### src/rtl/key_event_gen.sv
// Push-button front end: synchronizes, debounces and edge-detects the DE2 KEY
// pins and emits single-cycle command pulses, with auto-repeat on masked keys.
module key_event_gen #(
  parameter int              NKEY             = 4,
  parameter int              DEBOUNCE_CYC     = 20000,
  parameter int              REPEAT_DELAY_CYC = 600000,
  parameter int              REPEAT_RATE_CYC  = 150000,
  parameter logic [NKEY-1:0] REPEAT_MASK      = 4'b0011
) (
  input  logic            i_clk,
  input  logic            i_rst_n,
  input  logic [NKEY-1:0] i_key_n,
  output logic [NKEY-1:0] o_press,
  output logic [NKEY-1:0] o_held
);

  localparam int MAX_DR  = (DEBOUNCE_CYC > REPEAT_DELAY_CYC) ? DEBOUNCE_CYC : REPEAT_DELAY_CYC;
  localparam int MAX_CYC = (MAX_DR > REPEAT_RATE_CYC) ? MAX_DR : REPEAT_RATE_CYC;
  localparam int CW      = $clog2(MAX_CYC);

  localparam logic [CW-1:0] DEB_LAST   = CW'(DEBOUNCE_CYC - 1);
  localparam logic [CW-1:0] DELAY_LAST = CW'(REPEAT_DELAY_CYC - 1);
  localparam logic [CW-1:0] RATE_LAST  = CW'(REPEAT_RATE_CYC - 1);

  typedef enum logic [2:0] {
    ST_IDLE,
    ST_DEB_PRESS,
    ST_HELD,
    ST_REPEAT,
    ST_DEB_RELEASE
  } state_t;

  logic [NKEY-1:0] sync1_q;
  logic [NKEY-1:0] sync2_q;

  // Synchronizer resets to "released" so a key held through reset is re-debounced.
  always_ff @(posedge i_clk) begin
    // NOTE: all clocked state uses non-blocking assignments so every flop
    // samples pre-edge values, regardless of statement order.
    if (!i_rst_n) begin
      sync1_q <= '1;
      sync2_q <= '1;
    end else begin
      sync1_q <= i_key_n;
      sync2_q <= sync1_q;
    end
  end

  for (genvar g = 0; g < NKEY; g++) begin : g_key
    state_t        state_q, state_d;
    logic [CW-1:0] cnt_q, cnt_d;
    logic          press_q, press_d;
    logic          s;

    assign s = ~sync2_q[g];

    always_ff @(posedge i_clk) begin
      if (!i_rst_n) begin
        state_q <= ST_IDLE;
        cnt_q   <= '0;
        press_q <= 1'b0;
      end else begin
        state_q <= state_d;
        cnt_q   <= cnt_d;
        press_q <= press_d;
      end
    end

    always_comb begin
      // NOTE: defaults first so every path assigns every output; no latches.
      state_d = state_q;
      cnt_d   = cnt_q;
      press_d = 1'b0;
      case (state_q)
        ST_IDLE: begin
          if (s) begin
            state_d = ST_DEB_PRESS;
            cnt_d   = '0;
          end
        end
        ST_DEB_PRESS: begin
          if (!s) begin
            state_d = ST_IDLE;
          end else if (cnt_q == DEB_LAST) begin
            state_d = ST_HELD;
            cnt_d   = '0;
            press_d = 1'b1;
          end else begin
            cnt_d = cnt_q + 1'b1;
          end
        end
        ST_HELD: begin
          if (!s) begin
            state_d = ST_DEB_RELEASE;
            cnt_d   = '0;
          end else if (REPEAT_MASK[g] && (cnt_q == DELAY_LAST)) begin
            state_d = ST_REPEAT;
            cnt_d   = '0;
            press_d = 1'b1;
          end else if (cnt_q != '1) begin
            // Saturate so non-repeating keys can be held indefinitely.
            cnt_d = cnt_q + 1'b1;
          end
        end
        ST_REPEAT: begin
          if (!s) begin
            state_d = ST_DEB_RELEASE;
            cnt_d   = '0;
          end else if (cnt_q == RATE_LAST) begin
            cnt_d   = '0;
            press_d = 1'b1;
          end else begin
            cnt_d = cnt_q + 1'b1;
          end
        end
        ST_DEB_RELEASE: begin
          if (s) begin
            cnt_d = '0;
          end else if (cnt_q == DEB_LAST) begin
            state_d = ST_IDLE;
            cnt_d   = '0;
          end else begin
            cnt_d = cnt_q + 1'b1;
          end
        end
        default: begin
          state_d = ST_IDLE;
          cnt_d   = '0;
        end
      endcase
    end

    assign o_press[g] = press_q;
    assign o_held[g]  = (state_q == ST_HELD) || (state_q == ST_REPEAT);
  end

endmodule

### config.mk
export PLATFORM = sky130hd
export DESIGN_NAME = key_event_gen
export DESIGN_NICKNAME = d
export VERILOG_FILES = /design/src/rtl/key_event_gen.sv
export SDC_FILE = /design/constraint.sdc
export NUM_CORES = 1
export LEC_CHECK = 0
export ABC_AREA = 1
export BUFFER_PORTS_ARGS = -buffer_cell sky130_fd_sc_hd__buf_2
export CAP_MARGIN = 10
export CORE_MARGIN = 2
export CORE_UTILIZATION = 25
export CTS_BUF_LIST = sky130_fd_sc_hd__clkbuf_16
export DETAILED_ROUTE_END_ITERATION = 8
export PLACE_DENSITY_LB_ADDON = 0.3
export REMOVE_ABC_BUFFERS = 1
export SYNTH_ARGS = -nofsm -noshare
export SYNTH_HDL_FRONTEND = slang
export SYNTH_SLANG_ARGS = --single-unit
### constraint.sdc
create_clock -name i_clk -period 1.8 [get_ports i_clk]
set_input_delay 0.09 -clock i_clk [delete_from_list [all_inputs] [get_ports i_clk]]
set_output_delay 0.09 -clock i_clk [all_outputs]
set_load 0.01 [all_outputs]
==> flow_summary_export.csv <==
group,metric,value,unit
critical_path,cpMostUsedCell,"nor2_4",
critical_path,crit_chain,"ha_4, nand2_4, nor3_4, nand2_2, nor2_4, nand2_2, nand2_4, nor2_4, nor2_4, buf_6, nand2_4, nor2_4",
final_layout,layout_common_cells,"263 x nand2_1, 166 x nor2_1, 146 x inv_1",
floorplan,die_area,28000,um2
detailed_routing,drt_iter0_drc,398,
timing,final_hold_viol_count,0,
floorplan,initial_core_util,25.5,%
critical_path,max_stage_delay,0.36,ns
final_layout,instances_no_fill,1561,
placement,gp_congestion,0.867,
grt,gr-total-overflow,0,
final_layout,final_nets,1232,
synth,synth_edf_count,0,
placement,dp_cells,1526,
pwr,seqPwrFrac,36.0,%
final_layout,syn_to_final_growth,31.6,%
clock_tree,clock_sinks,104,
clock_tree,root_buffer,"clkbuf_16",
timing,skew,0.00691,ns
floorplan,boundaryPins,14,
pwr,intPower,4.49,mW
final_layout,fill_cells,2851,
detailed_routing,via_per_inst,4.59,
grt,grt_max_degree,36,
critical_path,cp_data_required_time,2.10,ns
min_path,hp-class,"input port to flop",
run_status,status,"finished clean",
synth,synth_warnings,0,
timing,finalSetupViolations,0,
detailed_routing,drtAntennaViolNets,0,
critical_path,path_max_fanout,4,
clock_tree,htreeDepth,3,
grt,grt_first_pass_wirelength,31300,um
timing,tightest_slew,0.454,ns
floorplan,placement_rows,59,
synth,synth_cells,1091,
synth,ys_seq_area_share,31.2,%
pwr,clockPowerShare,28.8,%
critical_path,path_class,"flop to flop",
synth,ys_ff_latch,104,
grt,track_usage,13.4,%
pwr,leakage,3.67,nW
final_layout,drive_gt1_share,24.7,%
job,max_cap_viol_count,0,
placement,dp_slack,-0.0832,ns
clock_tree,clk_latency,0.36,ns
placement,port_buffers,13,
critical_path,crit_arrival,2.08,ns
placement,place_hpwl,14200,um
pwr,power.switching,2.51,mW
critical_path,start_kind,"flop",
critical_path,reg2reg_slack,0.02,ns
clock_tree,cts_tree,"done",
detailed_routing,routed_wl,19300,um
critical_path,critical_path.slowest_cell,"dfxtp_2",
floorplan,core,26100,um2
pwr,sw_frac_of_total,35.8,%
final_layout,final_common_cell,"nand2_1",
floorplan,fp.dieH,167,um
timing,rsz0062_at_grt,"yes",
timing,report.final.slew_viol_count,0,
floorplan,die_w,167,um
timing,post-route-min-period,1.78,ns
timing,fin_ws,0.0188,ns
timing,max_freq,561,MHz
synth,syn_avg_cell_area,6.11,um2
synth,ys_types,44,
timing,min_period_over_period,99.0,%
detailed_routing,num_vias,7170,
clock_tree,clk_path_buf_depth,2,
final_layout,n_antenna_cell,0,
timing,maxSlewHeadroom,69.7,%
detailed_routing,drc_errors,0,
detailed_routing,post_drt_wl_per_cell,12.4,um
grt,antenna_found_initial,0,
final_layout,utilization,33.6,%
timing,whs,0.212,ns
pwr,vdd_drop_max,0.425,mV
pwr,power_density,797,nW/um2
grt,first_global_vias,6522,
synth,syn_area,6670,um2
detailed_routing,firstDrtPassIters,5,
clock_tree,path_clk_slew,0.07,ns
timing,finalSetupTns,0,ns
critical_path,cp-end-kind,"flop",
pwr,p_comb_share,35.3,%
synth,async_reset_ff_share,0,%
critical_path,path_buf_inv,1,
synth,synth-main-ff-cell,"dfxtp_1",
critical_path,cp_top_family,"simple AND/OR/NAND/NOR gates",
clock_tree,cts_inserted_buffers,9,
==> cells in the mapped netlist (4+ instances only) <==
master	count	share of area (%)
buf_6	5	0.84
nor2_4	8	1.4
inv_2	10	0.56
inv_1	147	8.3
nor4_1	5	0.47
o21ai_0	41	3.1
nand2_4	4	0.68
nand3b_1	6	0.68
nor2_2	15	1.4
ha_1	4	0.75
nor3_1	29	2.2
or2_2	11	1.0
nand2_1	278	16
nand2_2	11	1.0
buf_2	5	0.38
nand4_1	21	2.0
nor3_2	6	0.90
nor2_1	183	10
xor2_1	13	1.7
dfxtp_1	104	31
a21oi_1	38	2.9
buf_4	5	0.56
nand3_1	106	8.0
nand3_2	4	0.60
clkbuf_1	4	0.23
==> sequential cells by signal (all words and copies together), names as in the netlist <==
| signal | flops |
|---|---|
| sync1_q | 4 |
| g_key.cnt_q | 80 |
| sync2_q | 4 |
| g_key.state_q | 12 |
| g_key.press_q | 4 |
==> logic make-up (layout without fill, tap and decap cells) <==
| family | after synthesis | in the layout | synth area share [%] |
|---|---|---|---|
| xor+xnor | 13 | 13 | 1.71 |
| simple gates | 692 | 692 | 47.0 |
| buf+inv | 180 | 315 | 11.3 |
| flops | 104 | 104 | 31.2 |
| compound gates | 98 | 98 | 8.03 |
| fa+ha+maj | 4 | 4 | 0.750 |
==> metrics by stage <==
stage | area (um2) | power [mW]
after CTS | 8220 | 6.67
after detailed placement | 7860 | 4.60
after global routing | 8780 | 7.41
after global placement | 7860 | 4.61
final | 8780 | 7.00
after floorplan | 6510 | 3.74
==> worst paths after layout <==
check                     from                 to  depth (start not counted)
min reg2reg         sync1_q[2]         sync2_q[2]                          1
max          g_key[3].cnt_q[1]  g_key[3].cnt_q[7]                         12
max reg2reg  g_key[3].cnt_q[1]  g_key[3].cnt_q[7]                         12
min                    i_rst_n  g_key[3].cnt_q[4]                          3
==> metal layers <==
metal | routed length (um) | part of all wire, % | vias up | GRT usage, %
met5 | 0 | 0 | - | 0
met4 | 173 | 0.90 | 0 | 3.48
met3 | 739 | 3.8 | 14 | 2.06
met2 | 8810 | 46 | 162 | 22.1
met1 | 9570 | 50 | 3266 | 18.5
li1 | - | - | 3728 | -
==> layout make-up <==
cell class	count	area (um2)	share of cell area [%]
repair buffers	143	1160	13.2
flip-flops and latches	104	2120	24.1
multi-input cells	807	4200	47.9
clock inverters	6	62.6	0.713
inverters	157	592	6.74
clock buffers	9	225	2.57
well taps	335	419	4.78
==> tightest hold or removal path, cell delays in order <==
cell and delay [ns]:
buf_2 0.13, inv_1 0.15, a21oi_1 0.16
==> timing repair <==
action                                  CTS  global route
cloned                                    0             1
endpoints found under the setup margin   36            88
hold buffers                              4             0
pin swaps                                 0            34
buffers inserted                          0            15
hold endpoints to repair                  4             0
gates resized for setup                   8           126
==> power groups by stage <==
stage / sequential (mW) / combinational, mW / clock, mW
CTS: 2.50 / 2.10 / 2.06
floorplan: 2.54 / 1.20 / 0
finish: 2.52 / 2.47 / 2.01
detailed placement: 2.55 / 2.05 / 0
global route: 2.53 / 2.72 / 2.16
global placement: 2.55 / 2.06 / 0
Power figures use the tool's default switching activity.
